File: config.mk
export PLATFORM = sky130hd
export DESIGN_NAME = msg_payload_unpacker
export DESIGN_NICKNAME = d
export VERILOG_FILES = /design/src/rtl/msg_payload_unpacker_pkg.sv /design/src/rtl/msg_payload_unpacker_packer.sv /design/src/rtl/msg_payload_unpacker.sv
export SDC_FILE = /design/constraint.sdc
export NUM_CORES = 1
export LEC_CHECK = 0
export CAP_MARGIN = 20
export CORE_ASPECT_RATIO = 1.1
export CORE_UTILIZATION = 46
export DETAILED_ROUTE_END_ITERATION = 8
export PLACE_DENSITY = 0.76
export SLEW_MARGIN = 40
export SYNTH_ARGS = -nofsm -noshare
export SYNTH_HDL_FRONTEND = slang
export SYNTH_SLANG_ARGS = --single-unit
export TNS_END_PERCENT = 50
File: constraint.sdc
create_clock -name clk -period 3 [get_ports clk]
set_input_delay 0.45 -clock clk [delete_from_list [all_inputs] [get_ports clk]]
set_output_delay 0.45 -clock clk [all_outputs]
set_load 0.01 [all_outputs]
File: src/rtl/msg_payload_unpacker_pkg.sv
// Shared definitions for the message payload unpacker: default frame geometry,
// FSM state encoding and the width helpers used to size counters and addresses.
package msg_payload_unpacker_pkg;

  localparam int DEF_PARTICLE_LEN = 8;
  localparam int DEF_MAP_LEN      = 16;
  localparam int DEF_WORD_BYTES   = 2;

  typedef enum logic [1:0] {
    ST_IDLE  = 2'd0,
    ST_PART  = 2'd1,
    ST_MAP   = 2'd2,
    ST_DRAIN = 2'd3
  } state_t;

  // Bits needed to hold value (at least 1, so a zero still gets a real port).
  function automatic int min_bit_width(input int value);
    int width;
    width = 1;
    for (int i = 1; i < 31; i++) begin
      if ((value >> i) != 0) width = i + 1;
    end
    return width;
  endfunction

  function automatic int max_int(input int a, input int b);
    return (a > b) ? a : b;
  endfunction

endpackage

File: src/rtl/msg_payload_unpacker_packer.sv
// Byte-to-word packer: shifts accepted bytes MSB-first into a word, counts bytes in
// the frame and strobes word_ready on the byte that completes each word.
module msg_payload_unpacker_packer
  import msg_payload_unpacker_pkg::*;
#(
  parameter int WORD_BYTES = DEF_WORD_BYTES,
  parameter int CNT_W      = 5,
  localparam int WORD_W    = 8 * WORD_BYTES
) (
  input  logic              clk,
  input  logic              reset,
  input  logic              clear,
  input  logic              shift_en,
  input  logic [7:0]        byte_in,
  output logic [WORD_W-1:0] word,
  output logic              word_ready,
  output logic [CNT_W-1:0]  byte_cnt_next
);

  localparam int LANE_W = min_bit_width(WORD_BYTES - 1);
  localparam logic [LANE_W-1:0] LAST_LANE = LANE_W'(WORD_BYTES - 1);

  logic [LANE_W-1:0] lane_r;
  logic [CNT_W-1:0]  byte_cnt_r;

  assign word_ready    = shift_en && (lane_r == LAST_LANE);
  assign byte_cnt_next = byte_cnt_r + CNT_W'(shift_en);

  // Byte and lane counters; clear drops any partial word of an abandoned frame.
  always_ff @(posedge clk or negedge reset) begin
    if (!reset) begin
      lane_r     <= {LANE_W{1'b0}};
      byte_cnt_r <= {CNT_W{1'b0}};
    end else if (clear) begin
      lane_r     <= {LANE_W{1'b0}};
      byte_cnt_r <= {CNT_W{1'b0}};
    end else if (shift_en) begin
      byte_cnt_r <= byte_cnt_next;
      lane_r     <= word_ready ? {LANE_W{1'b0}} : lane_r + LANE_W'(1'b1);
    end
  end

  // Only the bytes still waiting for their word are kept; the incoming byte
  // completes the word combinationally so the top can register it directly.
  generate
    if (WORD_BYTES > 1) begin : g_shift
      logic [WORD_W-9:0] hold_r;

      // Holding register for the leading bytes of the current word.
      always_ff @(posedge clk or negedge reset) begin
        if (!reset) begin
          hold_r <= {(WORD_W-8){1'b0}};
        end else if (clear) begin
          hold_r <= {(WORD_W-8){1'b0}};
        end else if (shift_en) begin
          hold_r <= word[WORD_W-9:0];
        end
      end

      assign word = {hold_r, byte_in};
    end else begin : g_single
      assign word = byte_in;
    end
  endgenerate

endmodule

File: src/rtl/msg_payload_unpacker.sv
// Payload unpacker: edge-detects incoming bytes, tracks the frame type, and writes
// packed words into the particle or map memory with done/error pulses.
module msg_payload_unpacker
  import msg_payload_unpacker_pkg::*;
#(
  parameter int PARTICLE_MESSAGE_LENGTH = DEF_PARTICLE_LEN,
  parameter int MAP_MESSAGE_LENGTH      = DEF_MAP_LEN,
  parameter int WORD_BYTES              = DEF_WORD_BYTES,
  localparam int WORD_W   = 8 * WORD_BYTES,
  localparam int P_ADDR_W = min_bit_width(PARTICLE_MESSAGE_LENGTH / WORD_BYTES - 1),
  localparam int M_ADDR_W = min_bit_width(MAP_MESSAGE_LENGTH / WORD_BYTES - 1)
) (
  input  logic                clk,
  input  logic                reset,
  input  logic [7:0]          msg_in,
  input  logic                data_valid,
  input  logic                particle_data_flag,
  input  logic                map_data_flag,
  output logic                particle_wr_en,
  output logic [P_ADDR_W-1:0] particle_wr_addr,
  output logic [WORD_W-1:0]   particle_wr_data,
  output logic                map_wr_en,
  output logic [M_ADDR_W-1:0] map_wr_addr,
  output logic [WORD_W-1:0]   map_wr_data,
  output logic                particle_frame_done,
  output logic                map_frame_done,
  output logic                frame_error
);

  localparam int CNT_W = min_bit_width(max_int(PARTICLE_MESSAGE_LENGTH, MAP_MESSAGE_LENGTH));
  localparam int WC_W  = max_int(P_ADDR_W, M_ADDR_W);
  localparam logic [CNT_W-1:0] P_LEN = CNT_W'(PARTICLE_MESSAGE_LENGTH);
  localparam logic [CNT_W-1:0] M_LEN = CNT_W'(MAP_MESSAGE_LENGTH);

  state_t            state_r;
  logic              data_valid_r;
  logic [WC_W-1:0]   word_cnt_r;
  logic              accept_s;
  logic              active_s;
  logic              own_flag_s;
  logic              other_flag_s;
  logic [CNT_W-1:0]  frame_len_s;
  logic              shift_en_s;
  logic              frame_full_s;
  logic [WORD_W-1:0] word_s;
  logic              word_ready_s;
  logic [CNT_W-1:0]  byte_cnt_next_s;

  // Select the flags and frame length that belong to the frame in progress.
  always_comb begin
    active_s     = 1'b0;
    own_flag_s   = 1'b0;
    other_flag_s = 1'b0;
    frame_len_s  = P_LEN;
    case (state_r)
      ST_PART: begin
        active_s     = 1'b1;
        own_flag_s   = particle_data_flag;
        other_flag_s = map_data_flag;
        frame_len_s  = P_LEN;
      end
      ST_MAP: begin
        active_s     = 1'b1;
        own_flag_s   = map_data_flag;
        other_flag_s = particle_data_flag;
        frame_len_s  = M_LEN;
      end
      default: begin
        active_s     = 1'b0;
        own_flag_s   = 1'b0;
        other_flag_s = 1'b0;
        frame_len_s  = P_LEN;
      end
    endcase
  end

  assign accept_s     = data_valid & ~data_valid_r;
  assign shift_en_s   = accept_s & active_s;
  assign frame_full_s = shift_en_s && (byte_cnt_next_s == frame_len_s);

  msg_payload_unpacker_packer #(
    .WORD_BYTES (WORD_BYTES),
    .CNT_W      (CNT_W)
  ) u_packer (
    .clk           (clk),
    .reset         (reset),
    .clear         (state_r == ST_IDLE),
    .shift_en      (shift_en_s),
    .byte_in       (msg_in),
    .word          (word_s),
    .word_ready    (word_ready_s),
    .byte_cnt_next (byte_cnt_next_s)
  );

  // Previous data_valid level, so a held-high valid yields one byte.
  always_ff @(posedge clk or negedge reset) begin
    if (!reset) begin
      data_valid_r <= 1'b0;
    end else begin
      data_valid_r <= data_valid;
    end
  end

  // Frame FSM with registered write ports and status pulses.
  always_ff @(posedge clk or negedge reset) begin
    if (!reset) begin
      state_r             <= ST_IDLE;
      word_cnt_r          <= {WC_W{1'b0}};
      particle_wr_en      <= 1'b0;
      particle_wr_addr    <= {P_ADDR_W{1'b0}};
      particle_wr_data    <= {WORD_W{1'b0}};
      map_wr_en           <= 1'b0;
      map_wr_addr         <= {M_ADDR_W{1'b0}};
      map_wr_data         <= {WORD_W{1'b0}};
      particle_frame_done <= 1'b0;
      map_frame_done      <= 1'b0;
      frame_error         <= 1'b0;
    end else begin
      particle_wr_en      <= 1'b0;
      map_wr_en           <= 1'b0;
      particle_frame_done <= 1'b0;
      map_frame_done      <= 1'b0;
      frame_error         <= 1'b0;
      case (state_r)
        ST_IDLE: begin
          word_cnt_r <= {WC_W{1'b0}};
          if (particle_data_flag && map_data_flag) begin
            frame_error <= 1'b1;
            state_r     <= ST_DRAIN;
          end else if (particle_data_flag) begin
            state_r <= ST_PART;
          end else if (map_data_flag) begin
            state_r <= ST_MAP;
          end else begin
            state_r <= ST_IDLE;
          end
        end
        ST_PART, ST_MAP: begin
          if (word_ready_s) begin
            word_cnt_r <= word_cnt_r + WC_W'(1'b1);
            if (state_r == ST_PART) begin
              particle_wr_en   <= 1'b1;
              particle_wr_addr <= word_cnt_r[P_ADDR_W-1:0];
              particle_wr_data <= word_s;
            end else begin
              map_wr_en   <= 1'b1;
              map_wr_addr <= word_cnt_r[M_ADDR_W-1:0];
              map_wr_data <= word_s;
            end
          end
          // The byte is counted before any flag change, so a last byte
          // arriving with the flag drop still completes the frame.
          if (frame_full_s) begin
            if (state_r == ST_PART) begin
              particle_frame_done <= 1'b1;
            end else begin
              map_frame_done <= 1'b1;
            end
            state_r <= ST_DRAIN;
          end else if (other_flag_s) begin
            frame_error <= 1'b1;
            state_r     <= ST_DRAIN;
          end else if (!own_flag_s) begin
            frame_error <= (byte_cnt_next_s != {CNT_W{1'b0}});
            state_r     <= ST_IDLE;
          end
        end
        ST_DRAIN: begin
          if (!particle_data_flag && !map_data_flag) begin
            state_r <= ST_IDLE;
          end
        end
        default: begin
          state_r <= ST_IDLE;
        end
      endcase
    end
  end

endmodule

After elaboration in Yosys (flattened, before gate mapping)

Cells that the tools add are included.

Bits in registers: 62
Input bits: 13
Logic and storage cells: 80
Output and inout port bits: 42

Add/subtract/negate cells: 3
Reductions and logical operators: 15
Bitwise gates (word level): 4
Multiplexer cells: 36
Equality and inequality tests: 7

Operators by type and width:

| cell                                                            | number |
|---|---|
| 1-bit two-way mux                                               | 18 |
| 8-bit two-way mux                                               | 2 |
| 5-bit two-way mux                                               | 3 |
| 2-bit two-way mux                                               | 7 |
| 1-bit one-hot mux with 2 select lines                           | 3 |
| 2-bit one-hot mux with 3 select lines                           | 1 |
| 3-bit one-hot mux with 2 select lines                           | 1 |
| 3-bit AND reduction                                             | 2 |
| 5-bit by 1-bit adder with 5-bit output                          | 1 |
| 5-bit == test                                                   | 1 |
| 5-bit nonzero test                                              | 1 |
| 2-bit == test, second input constant                            | 2 |
| 1-bit logical AND                                               | 4 |
| 4-bit by 2-bit != test with 1-bit output, second input constant | 1 |
| 2-bit AND reduction                                             | 2 |
| 2-bit nonzero test                                              | 2 |
| 3-bit by 1-bit adder with 3-bit output, second input constant   | 1 |
| 3-bit two-way mux                                               | 1 |
| 1-bit AND                                                       | 2 |
| 2-bit by 1-bit == test with 1-bit output, second input constant | 1 |
| 1-bit logical NOT                                               | 2 |
| 2-bit logical NOT                                               | 1 |
| 2-bit by 1-bit != test with 1-bit output, second input constant | 1 |
| 2-bit != test, second input constant                            | 1 |
| other kinds (3)                                                 | 4 |

Logic depth before layout (Yosys ltp)

Gate-level depths: netlist of run 1.

Word-level depth: 10
Depth in mapped cells: 12
Depth with buffers taken out: 11

Hierarchy

A second synthesis of run 1 with hierarchy kept.

Cell total of the unflattened synthesis: 210
Area total of the unflattened synthesis: 2884.0 um2

Modules (own cells, without submodules):

| module                      | sequential area each (um2) | cells an instance | area each (um2) | instances |
|---|---|---|---|---|
| msg_payload_unpacker        | 1201.2                     | 144               | 2143.3          | 1 |
| msg_payload_unpacker_packer | 350.3                      | 66                | 740.7           | 1 |

Worst setup path before layout of run 1

Ideal clock, no wire load.

Kind: flip-flop to flip-flop
From: reg state_r[0]
To: reg state_r[0]
Library setup time: 90 ps
Buffers on the path: 1
Slack: -220 ps
Period minus slack after synthesis: 3220 ps
Data required time: 2910 ps
Arrival: 3130 ps
Stages on the path, launching flop included: 12
Cells stage by stage: dfrtp_1 -> inv_1 -> ha_1 -> nand3b_2 -> inv_1 -> buf_1 -> ha_1 -> ha_1 -> or4_1 -> or4_1 -> and3_1 -> o221ai_1

Longest elaborated chain between the ends: 9
Elaborated cells on any way between the ends: 19
Classes of those cells: add/sub: 1; eq/ne: 6; mux: 7; bitwise: 1; reduce/logical: 4

RTL lines:

| item                                                                          | line                                                    | source |
|---|---|---|
| start: declaration                                                            | msg_payload_unpacker.sv:35                              | `state_t state_r;` |
| start signal: assignment                                                      | msg_payload_unpacker.sv:107                             | `state_r <= ST_IDLE;` |
| start signal: assignment                                                      | msg_payload_unpacker.sv:129                             | `state_r <= ST_DRAIN;` |
| start signal: assignment                                                      | msg_payload_unpacker.sv:131                             | `state_r <= ST_PART;` |
| 2-bit by 1-bit == test with 1-bit output or 2-bit == test (tied branches)     | msg_payload_unpacker.sv:55, msg_payload_unpacker.sv:124 |  |
| 2-bit OR reduction (no source line)                                           | n/a                                                     |  |
| 1-bit two-way mux                                                             | msg_payload_unpacker.sv:55                              | `case (state_r)` |
| 1-bit AND                                                                     | msg_payload_unpacker.sv:78                              | `assign shift_en_s = accept_s & active_s;` |
| 5-bit by 1-bit adder with 5-bit output                                        | msg_payload_unpacker_packer.sv:27                       | `assign byte_cnt_next = byte_cnt_r + CNT_W'(shift_en);` |
| 5-bit == test                                                                 | msg_payload_unpacker.sv:79                              | `assign frame_full_s = shift_en_s && (byte_cnt_next_s == frame_len_s);` |
| 1-bit logical AND                                                             | msg_payload_unpacker.sv:79                              |  |
| 2-bit two-way mux or 4-bit by 2-bit != test with 1-bit output (tied branches) | n/a                                                     |  |
| 2-bit one-hot mux with 3 select lines or 2-bit AND reduction (tied branches)  | n/a                                                     |  |

Several ways; a longest one is shown, not always the timed one.
A chain may end at the register's enable or synchronous reset.

Final worst setup path of run 1

From: reg state_r[1]
To: reg state_r[0]

The elaborated chain is that of the path after synthesis.

==> metrics.md, run 1 <==
| Metric | Value |
|---|---|
| Crit start category | `flop` |
| Synthesized cell area | `between 2000 and 3000 um^2` |
| Area Growth Syn to Fin | `34.2%` |
| Largest net degree at the start of global routing | `34` |
| Dominant cells by area after synthesis | `dfrtp_1 (59%), mux2_2 (16%), ha_1 (4.3%), nand2_1 (4.1%), a21oi_1 (3.2%)` |
| Slew margin rel. | `about two thirds` |
| Die Y-Extent | `81.4 um` |
| Antenna violations before repair | `0` |
| Clock slew at reported path FFs | `0.07 ns` |
| Synth Warn # | `0` |
| Hpwl dp | `3510 um` |
| Drt first pass iters | `4` |
| RSZ-0062 raised after global routing | `false` |
| Root buffer cell | `clkbuf_8` |
| Gr ovfl total | `0` |
| # nets final | `299` |
| Skew-Pair Late Insertion Delay | `0.33 ns` |
| Share of layout cells above drive strength 1 | `24.8%` |
| Initial DRC count | `122` |
| Hold WC Path Type | `input pin to asynchronous set/reset pin` |
| Placed Instances | `339` |
| Clk buf depth | `2` |
| Power, Total | `about 2.7 mW` |
| GR Util All Layers | `19.0%` |
| Synth area leader | `dfrtp_1` |
| Hold Fails Final Rpt | `0` |
| Leakage | `1.67 nW` |
| Vias | `~1900` |
| Final Wtd Congestion | `around 0.87` |
| Most frequent cells in the layout | `dfrtp_1 (62), clkdlybuf4s50_1 (53), mux2_2 (37)` |
| F_max | `346 MHz` |
| Setup TNS | `0 ns` |
| Worst-path maximum fanout | `7` |
| Worst Clk Skew | `0.00464 ns` |
| RR Startpoint | `state_r[1]$_DFFE_PN0P_` |
| Worst-Margin Slew | `around 0.52 ns` |
| Final min period | `2.89 ns` |
| # rows | `28` |
| First-pass GRT wire length | `8460 um` |
| Critical path class | `flop to flop` |
| Pre-CTS setup slack | `0.0465 ns` |
| Setup violators final | `0` |
| Clk sinks | `between 60 and 70` |
| Hold-fix buffers, CTS | `0` |
| Crit path DAT | `3.13 ns` |
| Vias per cell | `~5.2` |
| WP data required | `approximately 3.2 ns` |
| Finished Core Util | `64.7%` |
| Final slew viol count | `0` |
| H-tree Lvls | `3` |
| Power per cell area | `755 nW/um^2` |
| Commonest non-fill, non-tap cell in the layout | `dfrtp_1` |
| Synth top area share | `about three fifths` |
| Final wirelength | `around 5200 um` |
| Routed Antenna Nets | `0` |
| WL per Instance | `between 10 and 15 um` |
| Diode count | `0` |
| PortBufs | `54` |
| Ys async rst share | `100%` |
| Die Width | `74.2 um` |
| CTS tree | `done` |
| Max Cap Viol | `0` |
| Starting Density | `48.2%` |
| Placed Instance Area | `3280 um^2` |
| Synth unique cells | `31` |
| IO Pins | `55` |
| Critical path startpoint | `state_r[1]$_DFFE_PN0P_` |
| Fillcell total | `456` |
| Register area share after synthesis | `58.9%` |
| Avg Synthesized Cell Area | `12.4 um^2` |
| Seq cells post-synth | `62` |
| Cts bufs inserted | `9` |
| Cells after Synth | `212` |
| Finished Layout Cells | `357` |
| Worst setup slack after layout | `around 0.11 ns` |
| VDD IR max | `around 0.36 mV` |
| Worst hold-check slack | `0.0513 ns` |
| Setup crit end kind | `flop` |
| Top_reg_cell synth | `dfrtp_1` |
| Final Cycle Share | `roughly 96%` |
| Finished Cell Area | `3540 um^2` |
| Number of global-route vias before repair | `1803` |
| Number of synthesized flops with an enable pin | `0` |
| Outcome | `finished, final reports clean` |
| Post-Syn Nets | `234` |
| Core ar. | `5470 um^2` |
| Die area | `6040 um^2` |
| DRC Markers | `0` |
-- registers in the layout (all words and copies together) (netlist names), 2 cells and up --
signal / count
word_cnt_r: 3
map_wr_addr: 3
state_r: 2
u_packer.byte_cnt_r: 5
u_packer.g_shift.hold_r: 8
particle_wr_addr: 2
particle_wr_data: 16
map_wr_data: 16
-- kinds of logic (layout without fill, tap and decap cells) --
family          after synthesis  after routing  synth area share (%)
flops                        62             62                  58.9
fa+ha+maj                     9              9                  4.27
simple gates                 54             54                  9.59
mux                          37             37                  15.8
xor+xnor                      7              7                  2.33
buf+inv                      13             83                  1.99
compound gates               30             30                  7.12
-- synthesized netlist by cell type (3+ instances only) --
cell      number
dfrtp_1       62
mux2_2        37
nand2_1       29
a21oi_1       17
ha_1           9
nor2_1         7
inv_1          6
a22o_1         4
xor2_1         4
clkbuf_1       3
nand3_1        3
o21ai_0        3
xnor2_1        3
-- worst max-delay path, cell delays in order (launching register included) --
cell and delay (ns):
dfrtp_1 0.44, inv_2 0.11, ha_4 0.23, nand3b_2 0.10
inv_2 0.04, ha_1 0.21, ha_1 0.24, xor2_1 0.19
or4_1 0.46, or4_1 0.44, and3_1 0.18, o221ai_1 0.16
-- worst paths after layout --
path | endpoint | slack (ns) | cells past startpoint
hold reg to reg | word_cnt_r[2]$_DFFE_PN0P_ | 0.48 | 1
min in group clk | word_cnt_r[2]$_DFFE_PN0P_ | 0.48 | 1
max in group asynchronous | particle_wr_data[3]$_DFFE_PN0P_ | 2.38 | 2
setup reg to reg | state_r[0]$_DFFE_PN0P_ | 0.11 | 11
hold / removal | u_packer.g_shift.hold_r[5]$_DFFE_PN0P_ | 0.05 | 1
setup / recovery | state_r[0]$_DFFE_PN0P_ | 0.11 | 11
-- final cells by class --
cell class | instances | area, um^2 | area share, %
sequential | 62 | 1550 | 43.9
multi-input combinational | 137 | 1060 | 29.9
timing repair buffer | 61 | 591 | 16.7
clock buffer | 9 | 124 | 3.50
clock inverter | 7 | 97.6 | 2.76
tap | 75 | 93.8 | 2.65
inverter | 6 | 22.5 | 0.637
-- per-layer routing --
layer  GRT usage, %  up-vias  share of wire (%)
met5              0        -                  0
met4           8.08        0               0.92
met3           3.35        4                3.6
met2           32.3       51                 50
met1           23.7      935                 45
li1               -      873                  -
-- where the power goes --
group / total (mW) / switching, mW / internal (mW)
Combinational: 0.795 / 0.374 / 0.420
Sequential: 1.07 / 0.0901 / 0.981
Clock: 0.805 / 0.335 / 0.470
Total: 2.67 / 0.799 / 1.87
-- timing repair --
action	4_1_cts	5_1_grt
endpoints found under the setup margin	0	2
endpoints found under the hold margin	0	0
setup buffers	0	2
resized for setup	0	2
No activity file was read; power rests on OpenSTA's default activity.
==> run 2: changes to the inputs <==
GPL_ROUTABILITY_DRIVEN = 0   (was not set)
==> results of run 2 <==
The final DEF is identical to that of run 1; final timing and power are the same.
==> run 3: changes to the inputs <==
REMOVE_ABC_BUFFERS = 1   (was not set)
TNS_END_PERCENT = 1   (was 50)
==> metrics.md, run 3 (synthesized netlist as in run 1, its figures left out) <==
| Metric | Value |
|---|---|
| Clk sinks | `just over 60` |
| Finished Cell Area | `3480 um^2` |
| Die area | `6040 um^2` |
| Crit path DAT | `between 3 and 4 ns` |
| GR Util All Layers | `19.8%` |
| Hold Fails Final Rpt | `0` |
| IO Pins | `55` |
| RSZ-0062 raised after global routing | `false` |
| Final Cycle Share | `a little over nine tenths` |
| WL per Instance | `approximately 15 um` |
| Antenna violations before repair | `0` |
| Gr ovfl total | `0` |
| Core ar. | `around 5500 um^2` |
| # nets final | `301` |
| Most frequent cells in the layout | `dfrtp_1 (62), clkdlybuf4s50_1 (53), mux2_2 (37)` |
| # rows | `28` |
| CTS tree | `done` |
| Max Cap Viol | `0` |
| First-pass GRT wire length | `8810 um` |
| PortBufs | `54` |
| Hold-fix buffers, CTS | `0` |
| Finished Core Util | `63.7%` |
| Largest net degree at the start of global routing | `31` |
| Fillcell total | `between 400 and 500` |
| Critical path class | `flop to flop` |
| H-tree Lvls | `3` |
| VDD IR max | `0.347 mV` |
| Setup violators final | `0` |
| Diode count | `0` |
| Drt first pass iters | `5` |
| Die Width | `roughly 74 um` |
| Cts bufs inserted | `9` |
| Power, Total | `2.49 mW` |
| F_max | `350 MHz` |
| Multi-input combinational cell area | `1040 um^2` |
| Share of layout cells above drive strength 1 | `23.2%` |
| Hpwl dp | `3670 um` |
| DRC Markers | `0` |
| Vias per cell | `5.25` |
| Crit start category | `flop` |
| Worst-path maximum fanout | `3` |
| Power per cell area | `between 700 and 800 nW/um^2` |
| Initial DRC count | `roughly 120` |
| Area Growth Syn to Fin | `32.1%` |
| Largest registers | `map_wr_data x16, particle_wr_data x16, u_packer.g_shift.hold_r x8` |
| Vias | `1885` |
| Die Y-Extent | `about 81 um` |
| Setup crit end kind | `flop` |
| Slew margin rel. | `52.8%` |
| Outcome | `finished, final reports clean` |
| Leakage | `~1.7 nW` |
| Commonest non-fill, non-tap cell in the layout | `dfrtp_1` |
| Clock slew at reported path FFs | `0.07 ns` |
| Root buffer cell | `clkbuf_8` |
| Placed Instances | `342` |
| Clk buf depth | `2` |
| Starting Density | `48.2%` |
| Number of global-route vias before repair | `1886` |
| Hold WC Path Type | `input pin to asynchronous set/reset pin` |
| Placed Instance Area | `3290 um^2` |
| Final min period | `approximately 2.9 ns` |
| WP data required | `3.25 ns` |
| Finished Layout Cells | `359` |
| Final wirelength | `5320 um` |
| Routed Antenna Nets | `0` |
| Final slew viol count | `0` |
| Reg area | `1550 um^2` |
| Worst-Margin Slew | `0.708 ns` |
| Worst Clk Skew | `0.00839 ns` |
| Skew-Pair Late Insertion Delay | `0.33 ns` |
[run 3: cell count changes in the layout (fill, tap and decap cells not counted), moves of 2 or more]
cell       previous run  this run
inv_2                 3         0
clkinv_2              1         3
bufinv_16             2         0
inv_1                 3         6
clkbuf_1              0         2
[run 3: worst paths after layout]
kind	from	end	slack (ns)	depth (start not counted)
min	reset	word_cnt_r[0]$_DFFE_PN0P_	0.03	1
min reg2reg	word_cnt_r[2]$_DFFE_PN0P_	word_cnt_r[2]$_DFFE_PN0P_	0.48	1
max reg2reg	state_r[1]$_DFFE_PN0P_	state_r[1]$_DFFE_PN0P_	0.14	11
max in group asynchronous	reset	particle_wr_data[1]$_DFFE_PN0P_	2.26	2
min in group clk	word_cnt_r[2]$_DFFE_PN0P_	word_cnt_r[2]$_DFFE_PN0P_	0.48	1
max	state_r[1]$_DFFE_PN0P_	state_r[1]$_DFFE_PN0P_	0.14	11
[run 3: cell type report]
class | instances | share of cell area [%]
tap | 75 | 2.70
multi-input combinational | 137 | 29.9
inverter | 6 | 0.647
clock buffer | 12 | 4.17
sequential | 62 | 44.6
timing repair buffer | 63 | 17.3
clock inverter | 4 | 0.647
[run 3: critical path, cell delays in order, from the launching register on]
cell and delay (ns):
dfrtp_1 0.37, inv_1 0.10, ha_1 0.26, nand3b_2 0.11, inv_1 0.06, ha_1 0.21
ha_1 0.24, xor2_1 0.20, or4_4 0.44, or4_1 0.43, and3_1 0.18, o221ai_1 0.16
[run 3: repair_timing]
action	in CTS	in global routing
setup buffers	0	1
endpoints found under the setup margin	0	3
gates resized for setup	0	2
hold endpoints to repair	0	0
[run 3: per-stage QoR]
step	setup TNS [ns]	setup slack [ns]	hold slack, ns
final	0	0.142	0.0265
after global routing	0	0.0140	0.0365
after CTS	0	0.0229	0.0320
after floorplan	-0.548	-0.212	0.154
after global placement	0	0.0396	0.385
after detailed placement	-0.0442	-0.0222	0.393
[run 3: report_power, final]
part | internal (mW) | leakage, nW | switching [mW] | total [mW]
Combinational | 0.412 | 0.718 | 0.389 | 0.801
Clock | 0.318 | 0.0861 | 0.309 | 0.628
Sequential | 0.981 | 0.856 | 0.0797 | 1.06
Total | 1.71 | 1.66 | 0.778 | 2.49
[run 3: metal layers]
metal,vias to the layer above,GRT usage [%],routed length [um]
li1,886,-,-
met1,946,22.9,2370
met2,44,34.3,2690
met3,9,4.84,161
met4,0,9.23,96
met5,-,0,0
